$ cat config.mk
export PLATFORM = sky130hd
export DESIGN_NAME = gates_bist_ctrl
export DESIGN_NICKNAME = d
export VERILOG_FILES = /design/src/rtl/gates_pkg.sv /design/src/rtl/gates_expect.sv /design/src/rtl/gates_bist_ctrl.sv
export SDC_FILE = /design/constraint.sdc
export NUM_CORES = 1
export LEC_CHECK = 0
export CORE_MARGIN = 5
export CORE_UTILIZATION = 60
export CTS_CLUSTER_DIAMETER = 100
export DETAILED_ROUTE_END_ITERATION = 10
export DONT_BUFFER_PORTS = 1
export PLACE_DENSITY = 0.76
export SYNTH_ARGS = -nofsm -noshare
export SYNTH_HDL_FRONTEND = slang
export SYNTH_SLANG_ARGS = --single-unit
$ cat constraint.sdc
create_clock -name clk -period 1.9 [get_ports clk]
set_input_delay 0.285 -clock clk [delete_from_list [all_inputs] [get_ports clk]]
set_output_delay 0.285 -clock clk [all_outputs]
set_load 0.05 [all_outputs]
$ cat src/rtl/gates_pkg.sv
// Shared constants for the gates logic-function unit and its BIST sequencer.
//   F_* : bit index of each function in the gates result vector
//   state_e : sequencer states
package gates_pkg;

  localparam int unsigned F_OR      = 0;
  localparam int unsigned F_AND     = 1;
  localparam int unsigned F_NOR     = 2;
  localparam int unsigned F_NAND    = 3;
  localparam int unsigned F_XOR     = 4;
  localparam int unsigned F_XNOR    = 5;
  localparam int unsigned F_NOT     = 6;
  localparam int unsigned NUM_FUNCS = 7;
  localparam int unsigned NUM_VECS  = 4;
  localparam int unsigned VEC_W     = 2;

  typedef enum logic [1:0] {
    IDLE    = 2'd0,
    SETTLE  = 2'd1,
    CAPTURE = 2'd2
  } state_e;

endpackage

$ cat src/rtl/gates_expect.sv
// Reference model of the gates unit used by the BIST comparator.
//   a_i, b_i : applied operands
//   exp_o    : expected y[6:0], same bit mapping as gates
module gates_expect
  import gates_pkg::*;
(
  input  logic                 a_i,
  input  logic                 b_i,
  output logic [NUM_FUNCS-1:0] exp_o
);

  always_comb begin
    exp_o         = '0;
    exp_o[F_OR]   = a_i | b_i;
    exp_o[F_AND]  = a_i & b_i;
    exp_o[F_NOR]  = ~(a_i | b_i);
    exp_o[F_NAND] = ~(a_i & b_i);
    exp_o[F_XOR]  = a_i ^ b_i;
    exp_o[F_XNOR] = ~(a_i ^ b_i);
    exp_o[F_NOT]  = ~a_i;
  end

endmodule

$ cat src/rtl/gates_bist_ctrl.sv
// BIST sequencer for one gates instance: walks {a,b} through 00,01,10,11,
// settles, captures y[6:0], compares against gates_expect and reports.
//   clk, rst_n        : clock, async active-low reset
//   start, abort      : run request (IDLE only), synchronous cancel
//   gate_a, gate_b    : registered operands to gates
//   gate_y            : gates result (bit 7 ignored)
//   busy, done, pass  : run status
//   fail_mask/fail_vec: per-function / per-vector mismatch flags
//   cap_log           : captured y[6:0] of vector k at [7k+6:7k]
module gates_bist_ctrl
  import gates_pkg::*;
#(
  parameter int unsigned SETTLE_CYCLES = 2
) (
  input  logic                            clk,
  input  logic                            rst_n,
  input  logic                            start,
  input  logic                            abort,
  output logic                            gate_a,
  output logic                            gate_b,
  input  logic [7:0]                      gate_y,
  output logic                            busy,
  output logic                            done,
  output logic                            pass,
  output logic [NUM_FUNCS-1:0]            fail_mask,
  output logic [NUM_VECS-1:0]             fail_vec,
  output logic [NUM_VECS*NUM_FUNCS-1:0]   cap_log
);

  localparam int unsigned CNT_W    = (SETTLE_CYCLES > 0) ? $clog2(SETTLE_CYCLES + 1) : 1;
  localparam int unsigned CNT_LAST = (SETTLE_CYCLES > 0) ? SETTLE_CYCLES - 1 : 0;
  localparam logic [VEC_W-1:0] K_LAST = VEC_W'(NUM_VECS - 1);

  state_e                          state_q, state_d;
  logic [VEC_W-1:0]                k_q, k_d;
  logic [CNT_W-1:0]                cnt_q, cnt_d;
  logic                            gate_a_q, gate_a_d, gate_b_q, gate_b_d;
  logic                            busy_q, busy_d, done_q, done_d, pass_q, pass_d;
  logic [NUM_FUNCS-1:0]            fail_mask_q, fail_mask_d;
  logic [NUM_VECS-1:0]             fail_vec_q, fail_vec_d;
  logic [NUM_VECS*NUM_FUNCS-1:0]   cap_log_q, cap_log_d;
  logic [NUM_FUNCS-1:0]            exp_c, mism_c;
  logic                            gate_y_unused;

  assign gate_y_unused = gate_y[7];

  gates_expect u_expect (
    .a_i   (gate_a_q),
    .b_i   (gate_b_q),
    .exp_o (exp_c)
  );

  assign mism_c = gate_y[NUM_FUNCS-1:0] ^ exp_c;

  // State register and all registered outputs.
  always_ff @(posedge clk or negedge rst_n) begin
    if (!rst_n) begin
      state_q     <= IDLE;
      k_q         <= '0;
      cnt_q       <= '0;
      gate_a_q    <= 1'b0;
      gate_b_q    <= 1'b0;
      busy_q      <= 1'b0;
      done_q      <= 1'b0;
      pass_q      <= 1'b0;
      fail_mask_q <= '0;
      fail_vec_q  <= '0;
      cap_log_q   <= '0;
    end else begin
      state_q     <= state_d;
      k_q         <= k_d;
      cnt_q       <= cnt_d;
      gate_a_q    <= gate_a_d;
      gate_b_q    <= gate_b_d;
      busy_q      <= busy_d;
      done_q      <= done_d;
      pass_q      <= pass_d;
      fail_mask_q <= fail_mask_d;
      fail_vec_q  <= fail_vec_d;
      cap_log_q   <= cap_log_d;
    end
  end

  // Next-state and output logic.
  always_comb begin
    state_d     = state_q;
    k_d         = k_q;
    cnt_d       = cnt_q;
    gate_a_d    = gate_a_q;
    gate_b_d    = gate_b_q;
    busy_d      = busy_q;
    done_d      = 1'b0;
    pass_d      = pass_q;
    fail_mask_d = fail_mask_q;
    fail_vec_d  = fail_vec_q;
    cap_log_d   = cap_log_q;

    unique case (state_q)
      IDLE: begin
        // abort on the same edge suppresses the accept
        if (start && !abort) begin
          state_d     = (SETTLE_CYCLES == 0) ? CAPTURE : SETTLE;
          k_d         = '0;
          cnt_d       = '0;
          gate_a_d    = 1'b0;
          gate_b_d    = 1'b0;
          busy_d      = 1'b1;
          pass_d      = 1'b0;
          fail_mask_d = '0;
          fail_vec_d  = '0;
          cap_log_d   = '0;
        end
      end
      SETTLE: begin
        if (cnt_q == CNT_W'(CNT_LAST)) begin
          state_d = CAPTURE;
          cnt_d   = '0;
        end else begin
          cnt_d = cnt_q + CNT_W'(1);
        end
      end
      CAPTURE: begin
        for (int unsigned k = 0; k < NUM_VECS; k++) begin
          if (k_q == VEC_W'(k)) begin
            cap_log_d[k*NUM_FUNCS +: NUM_FUNCS] = gate_y[NUM_FUNCS-1:0];
          end
        end
        fail_mask_d      = fail_mask_q | mism_c;
        fail_vec_d[k_q]  = fail_vec_q[k_q] | (|mism_c);
        if (k_q == K_LAST) begin
          state_d = IDLE;
          busy_d  = 1'b0;
          done_d  = 1'b1;
          pass_d  = (fail_mask_d == '0);
        end else begin
          // vector k+1 goes out on the same edge that samples vector k
          k_d      = k_q + VEC_W'(1);
          gate_a_d = k_d[1];
          gate_b_d = k_d[0];
          state_d  = (SETTLE_CYCLES == 0) ? CAPTURE : SETTLE;
        end
      end
      default: state_d = IDLE;
    endcase

    // cancel a run in progress; partial logs and masks are kept
    if (state_q != IDLE && abort) begin
      state_d  = IDLE;
      k_d      = '0;
      cnt_d    = '0;
      gate_a_d = 1'b0;
      gate_b_d = 1'b0;
      busy_d   = 1'b0;
      done_d   = 1'b0;
      pass_d   = 1'b0;
    end
  end

  assign gate_a    = gate_a_q;
  assign gate_b    = gate_b_q;
  assign busy      = busy_q;
  assign done      = done_q;
  assign pass      = pass_q;
  assign fail_mask = fail_mask_q;
  assign fail_vec  = fail_vec_q;
  assign cap_log   = cap_log_q;

endmodule

==> out/metrics.cfg <==
[critical_path]
worstRegToRegCells = 4
critPathLaunch = k_q[1]$_DFFE_PN0P_
reg2reg_slack_ps = 170
rr_startpoint = k_q[1]$_DFFE_PN0P_
arrival_ps = 1900
required_ps = 2080
rr_endpoint = cap_log[24]$_DFFE_PN0P_
crit_path_end_kind = flop
cp_max_fo = 8
criticalPathCategory = reg2reg
startpoint_type = flop

[floorplanning]
core_area_um2 = 3633
dieArea_um2 = 5032
boundaryPins = 56
start_util_pct = 61.33
rows = 22
die_h_um = 70.94
die_w_um = 70.94

[sta]
setup_tns_ps = 0
worst_pin_slew_ps = 529.5
hold_viol_final = 0
whs_ps = 56.15
setup_viol = 0
slew-limit-headroom_pct = 64.70
skew_ps = 6.542
rsz0062_at_grt = false
fin_crit_sh_pct = 90.88
min_period_ps = 1727
slew_viol_final = 0
max_freq_mhz = 579.1

[run]
drv_cap = 0

[worst_hold_path]
min_from = abort
holdCritPathClass = in2reg
min_delay_path_depth = 1
min_to = done$_DFF_PN0_

[routing]
routedWlPerCell_um = 19.20
firstDrtPassIters = 4
drc = 0
vias = 1421
routed_via_density = 5.776
ant_nets = 0
routed_wl_mm = 4.724
drtIter0Drc = 60

[global_route]
grt_pass1_vias = 1617
grt_pass1_wl_mm = 8.135
grt_max_degree = 49
antenna_found_initial = 0
grt.total_usage_pct = 20.56
grt_overflow = 0

[clock_tree]
cts_made_buffers = 5
cts.clk_slew.worst_paths_ps = 80
cts_resized = 0
cts_num_sinks = 48
ctsHoldBuffers = 2
cts.root.buffer_cell = clkbuf_8
clk_latency_ps = 290
cts_setup_buffers = 0
cts_max_path_buffers = 2
cts_tree = done
htreeDepth = 2

[final_layout]
drive_gt1_share_pct = 31.82
final-seq-area_um2 = 1201
multiInputGateArea_um2 = 973.4
fill_cells = 278
area_delta_synth_final_pct = 11.85
final_core_util_pct = 68.60
nets = 213
num_antenna_cells = 0

[synth]
ys_async_sr_fraction_pct = 100.0
synth.most_common_cell = dfrtp_1
ys_warn_count = 0
ys_top_cells_by_count = 48 x dfrtp_1, 30 x mux2_2, 16 x nand2_1
yosysTopAreaCell = dfrtp_1
ys_seq_area_share_pct = 53.90
ys_ff_latch = 48
syn_area_um2 = 2228
synth_flop_cell = dfrtp_1
synth_cell_types = 36
synth_nets = 197
synth_area_leaders = dfrtp_1 54%, mux2_2 15%, nand2_1 2.7%, o21ai_0 2.5%, and2_1 2.2%
postSynthCellCount = 181
yosys.area.top_type_share_pct = 53.90
syn_area_per_cell_um2 = 12.31
synth_edf_count = 0

[power]
vdd_ir_drop_max_mv = 0.7418
p_leak_nw = 1.232
report.power.total_mw = 2.246
powerDensity_nw_per_um2 = 901.0

[placement]
dp_hpwl_mm = 3.500
place.gp.congestion = 0.8135
io_buffer_count = 0

[outcome]
status = completed

## worst max-delay path, stage by stage (launching register included)
cell,delay [ps]
dfrtp_1,440
ha_1,390
nand2_1,180
nand2_2,230
mux2_2,360
## registers in the layout, summed over array words and instances, names as in the netlist
signal and cells:
cap_log 28, fail_mask 7, fail_vec 4, cnt_q 2, state_q 2, busy 1, done 1, gate_b 1
k_q 1, pass 1
## final cells by class
type / instances / area share, %
inverter: 4 / 0.6024
clock buffer: 6 / 2.912
tap: 48 / 2.410
clock inverter: 2 / 1.406
sequential: 48 / 48.19
timing repair buffer: 15 / 5.422
multi-input combinational: 123 / 39.06
## metrics by stage
step / area, um^2 / cells / setup slack, ps
global placement: 2347 / 236 / 246.0
global route: 2492 / 246 / 21.71
floorplan: 2228 / 181 / 16.28
CTS: 2492 / 246 / 167.8
detailed placement: 2347 / 236 / 189.5
finish: 2492 / 246 / 173.3
## placed cells by master (no fill, tap or decap), drive strengths merged, types with 4 or more instances in the layout
cell type  count
o21ai         11
and2           8
nor3           4
nand2         21
dfrtp         48
inv            4
buf           14
nor2           7
nand2b         5
clkbuf         6
mux2          30
ha             4
a22oi          5
## worst max path at each step
stage | endpoint | cells past startpoint
2_1_floorplan | pass$_DFFE_PN0P_ | 6
3_3_place_gp | k_q[1]$_DFFE_PN0P_ | 4
3_5_place_dp | cap_log[24]$_DFFE_PN0P_ | 4
4_1_cts | cap_log[24]$_DFFE_PN0P_ | 4
5_1_grt | fail_vec[0]$_DFFE_PN0P_ | 5
6_report | cap_log[24]$_DFFE_PN0P_ | 4
## kinds of logic after synthesis
family | after synthesis | share of synthesized area [%]
buffers and inverters | 10 | 2.414
XOR/XNOR | 6 | 2.359
adder cells (fa/ha/maj) | 4 | 2.246
multiplexers | 33 | 17.07
AO/OA/AOI/OAI | 26 | 7.805
AND/OR/NAND/NOR | 54 | 14.21
flip-flops | 48 | 53.90
## routing by layer
metal	global-route usage [%]	wire length, um
met4	4.593	44
met3	7.244	310
met2	36.87	2552
met5	0	0
met1	23.55	1816
## report_power, final
group          switching (mW)  internal, mW  leakage, nW
Clock                   0.311         0.390       0.0552
Sequential              0.139          1.07        0.662
Combinational           0.205         0.129        0.515
No activity file was read; power rests on OpenSTA's default activity.
